--- src/rtl/pwm_multi_defs.vh ---
// Shared helpers for pwm_multi: duty width and per-channel bus slice.
//   PWM_MULTI_W(p)             duty/counter width for a period of p states
//   PWM_MULTI_SLICE(bus, i, w) w-bit field of channel i in a packed bus
`ifndef PWM_MULTI_DEFS_VH
`define PWM_MULTI_DEFS_VH

`define PWM_MULTI_W(p) (((p) < 2) ? 1 : $clog2(p))
`define PWM_MULTI_SLICE(bus, i, w) bus[(i)*(w) +: (w)]

`endif

--- src/rtl/pwm_multi_pkg.sv ---
// Package for pwm_multi: shared types.
//   ramp_state_t  direction of the triangle counter (center-aligned build only)
package pwm_multi_pkg;

   typedef enum logic {
      ST_UP   = 1'b0,
      ST_DOWN = 1'b1
   } ramp_state_t;

endpackage

--- src/rtl/pwm_multi_cnt.sv ---
// Shared period counter for pwm_multi.
// Build option: PWM_MULTI_CENTER_EN selects center-aligned (triangle) counting;
// otherwise the counter is edge-aligned and no down-count logic exists.
// Ports:
//   clk, rst     clock, async active-high reset
//   cnt          current count (registered)
//   boundary_c   high in the last cycle of a period (commit point)
//   sync_raw_c   high in the first cycle of a period
`include "pwm_multi_defs.vh"

module pwm_multi_cnt
   import pwm_multi_pkg::*;
#(
   parameter int unsigned period = 16,
   parameter int unsigned W      = `PWM_MULTI_W(period)
) (
   input  logic         clk,
   input  logic         rst,
   output logic [W-1:0] cnt,
   output logic         boundary_c,
   output logic         sync_raw_c
);

   localparam logic [W-1:0] CNT_MAX = W'(period - 32'd1);

   logic [W-1:0] cnt_q, cnt_d;

   assign cnt = cnt_q;

`ifdef PWM_MULTI_CENTER_EN
   ramp_state_t state_q, state_d;

   // Triangle: up to CNT_MAX, repeat it once while turning, down to 0,
   // repeat 0 once while turning; the down-ramp 0 closes the period.
   always_comb begin
      state_d    = state_q;
      cnt_d      = cnt_q;
      boundary_c = 1'b0;
      sync_raw_c = 1'b0;
      case (state_q)
         ST_UP: begin
            sync_raw_c = (cnt_q == '0);
            if (cnt_q == CNT_MAX) state_d = ST_DOWN;
            else                  cnt_d   = cnt_q + W'(1);
         end
         ST_DOWN: begin
            if (cnt_q == '0) begin
               boundary_c = 1'b1;
               state_d    = ST_UP;
            end else begin
               cnt_d = cnt_q - W'(1);
            end
         end
         default: state_d = ST_UP;
      endcase
   end

   always_ff @(posedge clk or posedge rst) begin
      if (rst) begin
         state_q <= ST_UP;
         cnt_q   <= '0;
      end else begin
         state_q <= state_d;
         cnt_q   <= cnt_d;
      end
   end
`else
   // Sawtooth: 0 .. CNT_MAX, then wrap.
   always_comb begin
      cnt_d      = cnt_q + W'(1);
      boundary_c = (cnt_q == CNT_MAX);
      sync_raw_c = (cnt_q == '0);
      if (boundary_c) cnt_d = '0;
   end

   always_ff @(posedge clk or posedge rst) begin
      if (rst) cnt_q <= '0;
      else     cnt_q <= cnt_d;
   end
`endif

endmodule

--- src/rtl/pwm_multi.sv ---
// Multi-channel double-buffered PWM generator.
// Build option: PWM_MULTI_CENTER_EN selects center-aligned counting.
// Ports:
//   clk, rst   clock, async active-high reset
//   in         packed duty words, channel i at in[i*W +: W]
//   in_valid   in holds a new duty set
//   in_ready   shadow bank free (combinational from pending)
//   out        registered PWM outputs, one per channel
//   sync       registered one-cycle pulse with the first output of a period
`include "pwm_multi_defs.vh"

module pwm_multi
   import pwm_multi_pkg::*;
#(
   parameter  int unsigned period   = 16,
   parameter  int unsigned channels = 4,
   localparam int unsigned W        = `PWM_MULTI_W(period)
) (
   input  logic                  clk,
   input  logic                  rst,
   input  logic [channels*W-1:0] in,
   input  logic                  in_valid,
   output logic                  in_ready,
   output logic [channels-1:0]   out,
   output logic                  sync
);

   logic [W-1:0] cnt;
   logic         boundary_c;
   logic         sync_raw_c;
   logic         xfer_c;
   logic         pending_q, pending_d;
   logic         sync_q, sync_d;

   pwm_multi_cnt #(
      .period (period),
      .W      (W)
   ) u_cnt (
      .clk        (clk),
      .rst        (rst),
      .cnt        (cnt),
      .boundary_c (boundary_c),
      .sync_raw_c (sync_raw_c)
   );

   assign in_ready = !pending_q;
   assign xfer_c   = in_valid && !pending_q;
   assign sync     = sync_q;

   // A boundary always empties the shadow bank (either committed or bypassed).
   always_comb begin
      pending_d = pending_q;
      sync_d    = sync_raw_c;
      if (boundary_c)  pending_d = 1'b0;
      else if (xfer_c) pending_d = 1'b1;
   end

   always_ff @(posedge clk or posedge rst) begin
      if (rst) begin
         pending_q <= 1'b0;
         sync_q    <= 1'b0;
      end else begin
         pending_q <= pending_d;
         sync_q    <= sync_d;
      end
   end

   for (genvar i = 0; i < int'(channels); i++) begin : g_ch
      logic [W-1:0] in_i;
      logic [W-1:0] shadow_q, shadow_d;
      logic [W-1:0] active_q, active_d;
      logic         out_q, out_d;

      assign in_i   = `PWM_MULTI_SLICE(in, i, W);
      assign out[i] = out_q;

      // Shadow captures on transfer; active only moves on the boundary,
      // taking the shadow if loaded, else a same-cycle transfer directly.
      always_comb begin
         shadow_d = shadow_q;
         active_d = active_q;
         out_d    = (active_q > cnt);
         if (xfer_c) shadow_d = in_i;
         if (boundary_c) begin
            if (pending_q)   active_d = shadow_q;
            else if (xfer_c) active_d = in_i;
         end
      end

      always_ff @(posedge clk or posedge rst) begin
         if (rst) begin
            shadow_q <= '0;
            active_q <= '0;
            out_q    <= 1'b0;
         end else begin
            shadow_q <= shadow_d;
            active_q <= active_d;
            out_q    <= out_d;
         end
      end
   end

endmodule

--- config.mk ---
export PLATFORM = sky130hd
export DESIGN_NAME = pwm_multi
export DESIGN_NICKNAME = d
export VERILOG_FILES = /design/src/rtl/pwm_multi_pkg.sv /design/src/rtl/pwm_multi_cnt.sv /design/src/rtl/pwm_multi.sv
export VERILOG_INCLUDE_DIRS = /design/src /design/src/rtl
export SDC_FILE = /design/constraint.sdc
export NUM_CORES = 1
export LEC_CHECK = 0
export ABC_AREA = 1
export CAP_MARGIN = 15
export CORE_ASPECT_RATIO = 1.75
export CORE_MARGIN = 2
export CORE_UTILIZATION = 50
export CTS_BUF_LIST = sky130_fd_sc_hd__clkbuf_4
export DETAILED_ROUTE_END_ITERATION = 6
export GPL_TIMING_DRIVEN = 0
export PLACE_DENSITY = 0.69
export SLEW_MARGIN = 10
export SYNTH_ARGS = -nofsm -noshare
export SYNTH_HDL_FRONTEND = slang
export SYNTH_SLANG_ARGS = --single-unit
--- constraint.sdc ---
create_clock -name clk -period 1.85 [get_ports clk]
set_input_delay 0.4625 -clock clk [delete_from_list [all_inputs] [get_ports clk]]
set_output_delay 0.4625 -clock clk [all_outputs]
set_load 0.05 [all_outputs]
==> metrics.cfg <==
[detailed_routing]
routed_wl_um = 4204
m1WireLength_um = 1700
via_per_inst = 4.818
drtIter0Drc = 20
drtAntennaViolNets = 0
top_layer = met4
dr.pass1.iters = 4
wire_per_inst_um = 11.98
wl_met3_um = 96
via_count = 1691
wl_met2_um = 2347
drc = 0

[critical_path]
cp.arrival_ps = 1340
reg2reg_slack_ps = 370
cpPeakStageDelay_ps = 400
path_cells = buf_6 > inv_1 > clkdlybuf4s18_2
crit_family = buffers and inverters
start_kind = flop
cp-end-kind = output pin
crit_slowest_cell = dfrtp_1
crit_fanout = 8
required_ps = 1390
critPathBufInv = 3
path_class = reg2out

[grt]
grt_util_all_layers = 0.2031
grt_pass1_vias = 1647
grt_max_degree = 28
grt_pass1_wl_um = 7445
grt_overflow_total = 0
antenna_found_initial = 0

[floorplan]
row_count = 32
ios = 25
coreArea_um2 = 4364
dieArea_um2 = 5063
die_h_um = 92.64
die_x_um = 54.65
initial_utilization = 0.5143

[cts]
ctsHoldBuffers = 0
cts_root_buf = clkbuf_4
cts_tree = built
clock-sinks = 42
numCtsBuffers = 5
clock_latency_ps = 350
clkTransAtPathRegs_ps = 130
post_cts_buffers = 0
clock_path_buffers = 2
ctsResizeCount = 8
htree_levels = 2

[synth]
seq_area_frac_synth = 0.4682
yosys.area.top_type_share = 0.4682
ys_types = 20
synth_seq_cells = 42
synth_area_leaders = dfrtp_1, nand2_1, ha_1
netlist_area_um2 = 2245
syn_inst = 268
yosysTopAreaCell = dfrtp_1
avgSynthCellArea_um2 = 8.376
yosys_warnings = 0
synth_fp_nets = 305

[placement]
port-buffer-count = 24
place.gp.congestion = 0.7802
dpl.hpwl_um = 3342

[pwr]
p_int_uw = 1395
powerDensity_nw_per_um2 = 791.8
power_frac_comb = 0.262
peakVddDrop_uv = 507.6
power.leakage_uw = 0.001346
swShare = 0.3253
p_clk_frac = 0.212
pwr-share-seq = 0.526
p_switching_uw = 672.6

[sta]
max_freq_ghz = 0.5540
slew_headroom = 0.6790
setup_tns_ps = 0
clock_skew_ps = 5.561
hold-worst-slack_ps = 391.3
slew_violations = 0
finalHoldViolCount = 0
rsz0062_at_grt = no
fin_crit_ps = 1805
period_share = 0.9757
worst_pin_slew_ps = 483.4
setup_viol = 0

[final_layout]
nets = 337
final_cell_mix = nand2_1, o21ai_0, dfrtp_1
area_growth_pct = 16.33
fill_cells = 403
seq_area_um2 = 1051
final_util = 0.5983
antenna_cells = 0
final_common_cell = nand2_1
multi_input_area_um2 = 934.6
drive_gt1_frac = 0.1067

[min_path]
hp-class = in2async

[job]
cap_violations = 0

[outcome]
status = completed

==> cell type report <==
class	count	share of cell area
Clock inverter	2	0.003833
Clock buffer	5	0.01437
Timing Repair Buffer	25	0.09775
Sequential cell	42	0.4025
Tap cell	51	0.02444
Inverter	40	0.05750
Multi-Input combinational cell	171	0.3579
Buffer	15	0.04169
==> Yosys cell counts <==
library cell and n:
a21oi_1 8, buf_2 4, buf_4 4, buf_6 4, clkbuf_1 1, clkbuf_2 2, dfrtp_1 42, ha_1 18
inv_1 40, nand2_1 83, nand2_2 1, nand3_1 2, nand3_4 1, nor2_1 5, nor2_4 1, nor2_8 1
o21ai_0 44, o21ai_1 2, o21ai_2 4, xor2_1 1
==> metrics by stage <==
stage	total power, uW	setup slack [ps]	cell area [um2]	cells
floorplan	1495	413.1	2245	268
global placement	1645	-492.2	2549	343
detailed placement	1676	14.04	2569	344
CTS	2092	26.05	2611	351
global route	2213	3.320	2611	351
finish	2068	44.87	2611	351
==> power groups by stage <==
stage	registers, uW	logic [uW]	clock network [uW]
4_1_cts	1090	549	454
6_report	1090	541	438
2_1_floorplan	1090	407	0
3_3_place_gp	1100	546	0
3_5_place_dp	1110	568	0
5_1_grt	1100	621	490
==> cells by family after synthesis <==
| group | after synthesis | share of synthesized area |
|---|---|---|
| buffers and inverters | 55 | 0.1154 |
| XOR/XNOR | 1 | 0.003903 |
| AND/OR/NAND/NOR | 94 | 0.1761 |
| flip-flops | 42 | 0.4682 |
| adder cells (fa/ha/maj) | 18 | 0.1003 |
| AO/OA/AOI/OAI | 58 | 0.1360 |
==> state kept, by name (all words and copies together), names as in the netlist <==
signal and count:
g_ch.active_q 16, g_ch.shadow_q 16, g_ch.out_q 4, u_cnt.cnt 4, pending_q 1, sync 1
==> per-layer routing <==
layer  global-route usage  vias to the layer above
met5                    0                        -
met4              0.07917                        0
li1                     -                      892
met3              0.03871                        5
met1               0.2278                      766
met2               0.3562                       28
==> path summary, 6_finish.rpt <==
kind	startpoint	endpoint	depth (start not counted)
max	pending_q	in_ready	3
min	rst	g_ch[2].shadow_q[2]	2
max reg2reg	u_cnt.cnt[0]	g_ch[0].active_q[3]	5
min reg2reg	g_ch[0].shadow_q[0]	g_ch[0].shadow_q[0]	2
max in group asynchronous	rst	g_ch[2].active_q[0]	3
min in group clk	g_ch[0].shadow_q[0]	g_ch[0].shadow_q[0]	2
Note: power is estimated with default switching activity, not from simulation.
